File: config.mk
export PLATFORM = sky130hd
export DESIGN_NAME = wb_regfile
export DESIGN_NICKNAME = d
export VERILOG_FILES = /design/src/rtl/wb_regfile.sv
export SDC_FILE = /design/constraint.sdc
export NUM_CORES = 2
export LEC_CHECK = 0
export BUFFER_PORTS_ARGS = -buffer_cell sky130_fd_sc_hd__buf_2
export CAP_MARGIN = 10
export CORE_ASPECT_RATIO = 1.75
export CORE_MARGIN = 1.5
export CORE_UTILIZATION = 55
export DETAILED_ROUTE_END_ITERATION = 7
export PLACE_DENSITY = 0.78
export SLEW_MARGIN = 20
export SYNTH_ARGS = -nofsm -noshare
export SYNTH_HDL_FRONTEND = slang
export SYNTH_SLANG_ARGS = --single-unit
File: constraint.sdc
create_clock -name clock -period 3.1 [get_ports clock]
set_input_delay 0.62 -clock clock [delete_from_list [all_inputs] [get_ports clock]]
set_output_delay 0.62 -clock clock [all_outputs]
set_load 0.1 [all_outputs]
File: src/rtl/wb_regfile.sv
// Write-back select and 32-entry architectural register file with two async read ports.
// Optional internal write-before-read bypass is compiled in with `define REGFILE_BYPASS_EN.
module wb_regfile #(
    parameter int DATA_WIDTH = 32,
    parameter int ADDR_WIDTH = 5
) (
    input  logic                  clock,
    input  logic                  reset,
    input  logic                  RegWrite_in,
    input  logic                  MemtoReg_in,
    input  logic [DATA_WIDTH-1:0] mem_data_in,
    input  logic [DATA_WIDTH-1:0] ALU_result_in,
    input  logic [ADDR_WIDTH-1:0] Dest_Reg_Addr_in,
    input  logic [ADDR_WIDTH-1:0] Read_Addr_1,
    input  logic [ADDR_WIDTH-1:0] Read_Addr_2,
    output logic [DATA_WIDTH-1:0] Read_Data_1,
    output logic [DATA_WIDTH-1:0] Read_Data_2,
    output logic [DATA_WIDTH-1:0] WB_Data_out,
    output logic                  WB_Valid_out
);
    localparam int DEPTH = 2 ** ADDR_WIDTH;

    logic [DATA_WIDTH-1:0] regs_q [DEPTH];
    logic [DATA_WIDTH-1:0] wr_data_d;
    logic                  wr_en_d;

    assign wr_data_d    = MemtoReg_in ? mem_data_in : ALU_result_in;
    assign wr_en_d      = (RegWrite_in == 1'b1) && (Dest_Reg_Addr_in != '0);
    assign WB_Data_out  = wr_data_d;
    assign WB_Valid_out = wr_en_d;

    // Entry 0 is cleared by reset and never written, so it stays zero in storage too.
    always_ff @(posedge clock) begin
        if (reset) begin
            for (int i = 0; i < DEPTH; i++) begin
                regs_q[i] <= '0;
            end
        end else if (wr_en_d) begin
            regs_q[Dest_Reg_Addr_in] <= wr_data_d;
        end
    end

    function automatic logic [DATA_WIDTH-1:0] read_port(input logic [ADDR_WIDTH-1:0] addr);
        logic [DATA_WIDTH-1:0] data;
        data = regs_q[addr];
`ifdef REGFILE_BYPASS_EN
        if (!reset && wr_en_d && (addr == Dest_Reg_Addr_in)) begin
            data = wr_data_d;
        end
`endif
        if (addr == '0) begin
            data = '0;
        end
        return data;
    endfunction

    always_comb begin
        Read_Data_1 = read_port(Read_Addr_1);
        Read_Data_2 = read_port(Read_Addr_2);
    end

endmodule

* After elaboration in Yosys (flattened, before gate mapping) *
Memory sizes are Yosys's and may differ from the RTL's.
Cells that the tools add are included.

storage, ports and cells
  bits in registers = 0
  RAM bits = 1024
  bits of input ports = 83
  output and inout port bits = 97
  word-level logic and storage cells = 17
  memories = 1

memory list
  name    depth  bits a word  read ports  clocked after memory_dff  write ports  RTL line  RTL
  regs_q  32     32           2           0                         32           23        logic [DATA_WIDTH-1:0] regs_q [DEPTH];

operators by class
  muxes and demuxes = 11
  reductions and logical operators = 5

operators by type and width
  operator           number
  $mux 32            4
  $reduce_or 32->1   1
  $logic_not 5->1    2
  $mux 1             6
  $mux 5             1
  $reduce_bool 5->1  1
  $logic_and 1x1->1  1

* Logic depth before layout (Yosys ltp) *
  depth in word-level cells = 7
  gate-level depth with buffers = 9
  depth with buffers taken out = 4

* Least setup slack after synthesis *
No wires, ideal clock.

  path kind = input to output
  start point = input Read_Addr_1[2]
  end point = output Read_Data_1[25]
  arrival time = 6.366 ns
  required time = 2.480 ns
  slack = -3.886 ns
  stages on the path = 7
  buffers on the path = 3
  cell sequence = buf_2 or3b_1 clkbuf_1 clkbuf_1 o221ai_1 a221oi_1 a2111oi_0

on the way
  longest elaborated chain between the ends = 2
  elaborated cells on any way between the ends = 3
  those cells by class = mux (1); reduce/logical (1); memory (1)

RTL lines
  element                                                  RTL line  RTL
  start, declared                                          14        input logic [ADDR_WIDTH-1:0] Read_Addr_1,
  $mem_v2 32x32 / $logic_not 5->1 (equally long branches)  n/a
  $mux 32 (*)                                              51        if (addr == '0) begin
  end, declared                                            16        output logic [DATA_WIDTH-1:0] Read_Data_1,

Every way passes the cells marked *; elsewhere a longest branch is shown, timed or not.

* Worst setup path in the final report *
  start point = input Read_Addr_1[0]
  end point = output Read_Data_1[5]

The elaborated chain is that of the path after synthesis.

==> flow_summary.json <==
{
  "cts.sink_count": 1024,
  "fp.dieH_um": 410,
  "wl_per_cell_um": 36.6,
  "slowest_delay_ps": 560,
  "initial_core_util": 0.554,
  "antenna_found_initial": 2,
  "numCtsBuffers": 85,
  "drt-initial-drc-count": 6786,
  "worst-path-buf-inv": 6,
  "worstSetupPathType": "input pin to output port",
  "drv_cap": 0,
  "n_fill_cell": 5223,
  "drive_gt1_frac": 0.420,
  "clock-root-buffer": "clkbuf_16",
  "synthAdderAreaFrac": 0,
  "synth_edf_count": 1024,
  "finalPower_mw": 35.1,
  "ys_seq_area_frac": 0.590,
  "synth_seq_cells": 1024,
  "area_delta_synth_final_pct": 27.7,
  "cpMaxStageDelayCell": "mux2i_1",
  "ys_warn_count": 0,
  "crit_family": "buffers and inverters",
  "synth-compound-area-share": 0.0386,
  "drc": 1,
  "synth.avg_cell_area_um2": 14.6,
  "core_um2": 94100,
  "tightest_slew_ps": 992,
  "drt-pass1-iter-count": 8,
  "min_period_ps": 3470,
  "gp_congestion": 0.924,
  "grt_pass1_vias": 39600,
  "ios": 180,
  "cts-htree-levels": 3,
  "synth_area_um2": 52100,
  "rsz0062_at_grt": "true",
  "cts.reportedPaths.clkPinSlew_ps": 80,
  "grt_use_total": 0.384,
  "failed_checks": "DRC, setup timing",
  "final-max-slew-violation-count": 0,
  "setup_ws_ps": -371,
  "dr_total_vias": 39800,
  "avgViaCountPerCell": 7.45,
  "power.density_nw_per_um2": 527,
  "path_max_fanout": 8,
  "hold_buffers": 0,
  "numPortBuffers": 179,
  "hold_violations": 0,
  "crit_required_ps": 2480,
  "cp-end-kind": "output port",
  "fp-row-count": 149,
  "synthFlopType": "edfxtp_1",
  "design.die.area_um2": 96700,
  "fin_cells": 5344,
  "largest_reg_flops": 1024,
  "dpl.cell_count": 5007,
  "cts_tree": "yes",
  "worstPathArrival_ps": 2850,
  "peakVddDrop_v": 0.000711,
  "synth_cells": 3578,
  "setup_viol": 61,
  "dpl.hpwl_um": 111000,
  "synth-simple-area-share": 0.0907,
  "grt_max_degree": 39,
  "synth_top_family_by_area": "multiplexers",
  "synth_xor_area_frac": 0,
  "ant_nets": 0,
  "p_leak_nw": 24.1,
  "top_regs": "regs_q x1024",
  "grt_pass1_wl_um": 263000,
  "grt_overflow": 0,
  "max_freq_ghz": 0.288,
  "synth_mux_area_frac": 0.245,
  "max-slew-margin-rel": 0.337,
  "fin_crit_sh": 1.12,
  "ys_types": 42,
  "die_w_um": 236,
  "async_reset_ff_frac": 0,
  "worst_setup_path_start_kind": "input pin",
  "hold_path_class": "input pin to flop",
  "largest_register": "regs_q",
  "clockBufferDepth": 3,
  "routed_wl_um": 196000,
  "status": "finished with violations",
  "path_common_cell": "buf_4",
  "nets": 4153,
  "crit_chain": "buf_16, buf_12, buf_4, buf_4, mux2i_1, o221ai_2, a211oi_4, buf_4, nor3_4, buf_12"
}
[stage by stage]
step | setup WS (ps) | utilization | hold slack [ps] | TNS [ps] | instance area (um^2)
floorplan | -359 | - | 916 | -6700 | 54100
global placement | -379 | 0.631 | 1240 | -16590 | 59400
detailed placement | -414 | 0.631 | 1250 | -18270 | 59400
CTS | -183 | 0.691 | 541 | -5770 | 65100
global route | -289 | 0.707 | 588 | -8050 | 66600
finish | -371 | 0.707 | 561 | -7450 | 66600
[power by group]
part,internal [mW],switching [mW]
Clock,5.82,5.16
Combinational,3.14,4.45
Sequential,16.0,0.496
[cell families after synthesis]
logic type,count (synthesis)
AOI/OAI and AO/OA,264
buffers and inverters,424
DFF,1024
muxes,687
other,1
and+or+nand+nor,1178
[final timing paths]
| kind | startpoint | endpoint | slack, ps | cells after the start |
|---|---|---|---|---|
| worst max-delay path | Read_Addr_1[0] | Read_Data_1[5] | -370 | 10 |
| worst min-delay path | mem_data_in[13] | regs_q[24][13]$_SDFFCE_PN0P_ | 560 | 4 |
[cells in the mapped netlist, drive strengths merged, types with 4 or more instances]
cell type	count	area share
edfxtp	1024	0.59
nor2	999	0.072
mux4	469	0.20
clkbuf	281	0.020
mux2i	182	0.035
buf	110	0.013
o22ai	82	0.0098
nor3	56	0.0054
a22o	52	0.0087
nand2	40	0.0029
a211oi	36	0.0052
mux2	36	0.0078
nand2b	36	0.0043
a2111oi	33	0.0055
inv	33	0.0024
o221ai	29	0.0049
nor2b	18	0.0022
a22oi	14	0.0020
a21oi	8	0.00077
nor4	5	0.00060
and2	4	0.00048
[final cells by class]
class                           count  area, um^2  share of cell area
Clock buffer                       96        2210              0.0332
Clock inverter                     56         500             0.00752
Sequential cell                  1024       30700               0.462
Inverter                           33         124             0.00186
Timing Repair Buffer              765        8670               0.130
Tap cell                         1208        1510              0.0227
Antenna cell                        1        2.50           0.0000376
Multi-Input combinational cell   2161       22800               0.342
[layout by cell type, fill, tap and decap left out, types with 9 or more instances in the layout]
cell type  count
o22ai_1       31
o221ai_2      17
buf_16        34
nor2b_1        9
nand2_1       21
o22ai_4       34
a22o_4        16
edfxtp_1    1024
nor2_1       998
a211oi_4       9
nor3_4        55
inv_1         32
a22o_1        36
conb_1        32
buf_2        106
mux2i_1      142
nand2_2       17
buf_4        405
buf_12       161
clkbuf_16     94
a211oi_2      21
mux2i_4       22
mux2_4        30
o22ai_2       17
clkinv_1      15
mux4_2       469
nand2b_2      31
buf_6         32
clkinv_2      20
clkbuf_1       9
mux2i_2       18
a2111oi_4     28
buf_8         14
[layer usage]
metal | routed length (um) | track usage | share of wire | vias up
met1 | 53000 | 0.427 | 0.27 | 19100
li1 | - | - | - | 14800
met5 | 12 | 0 | 0.000061 | -
met4 | 19900 | 0.323 | 0.10 | 2
met2 | 91600 | 0.622 | 0.47 | 4586
met3 | 31100 | 0.0975 | 0.16 | 1354
[timing repair]
item / in CTS / in global routing
buffers inserted: 70 / 96
cloned: 22 / 7
gates resized for setup: 342 / 112
pin swaps: 77 / 101
setup endpoints to repair: 64 / 63
Note: power is estimated with default switching activity, not from simulation.
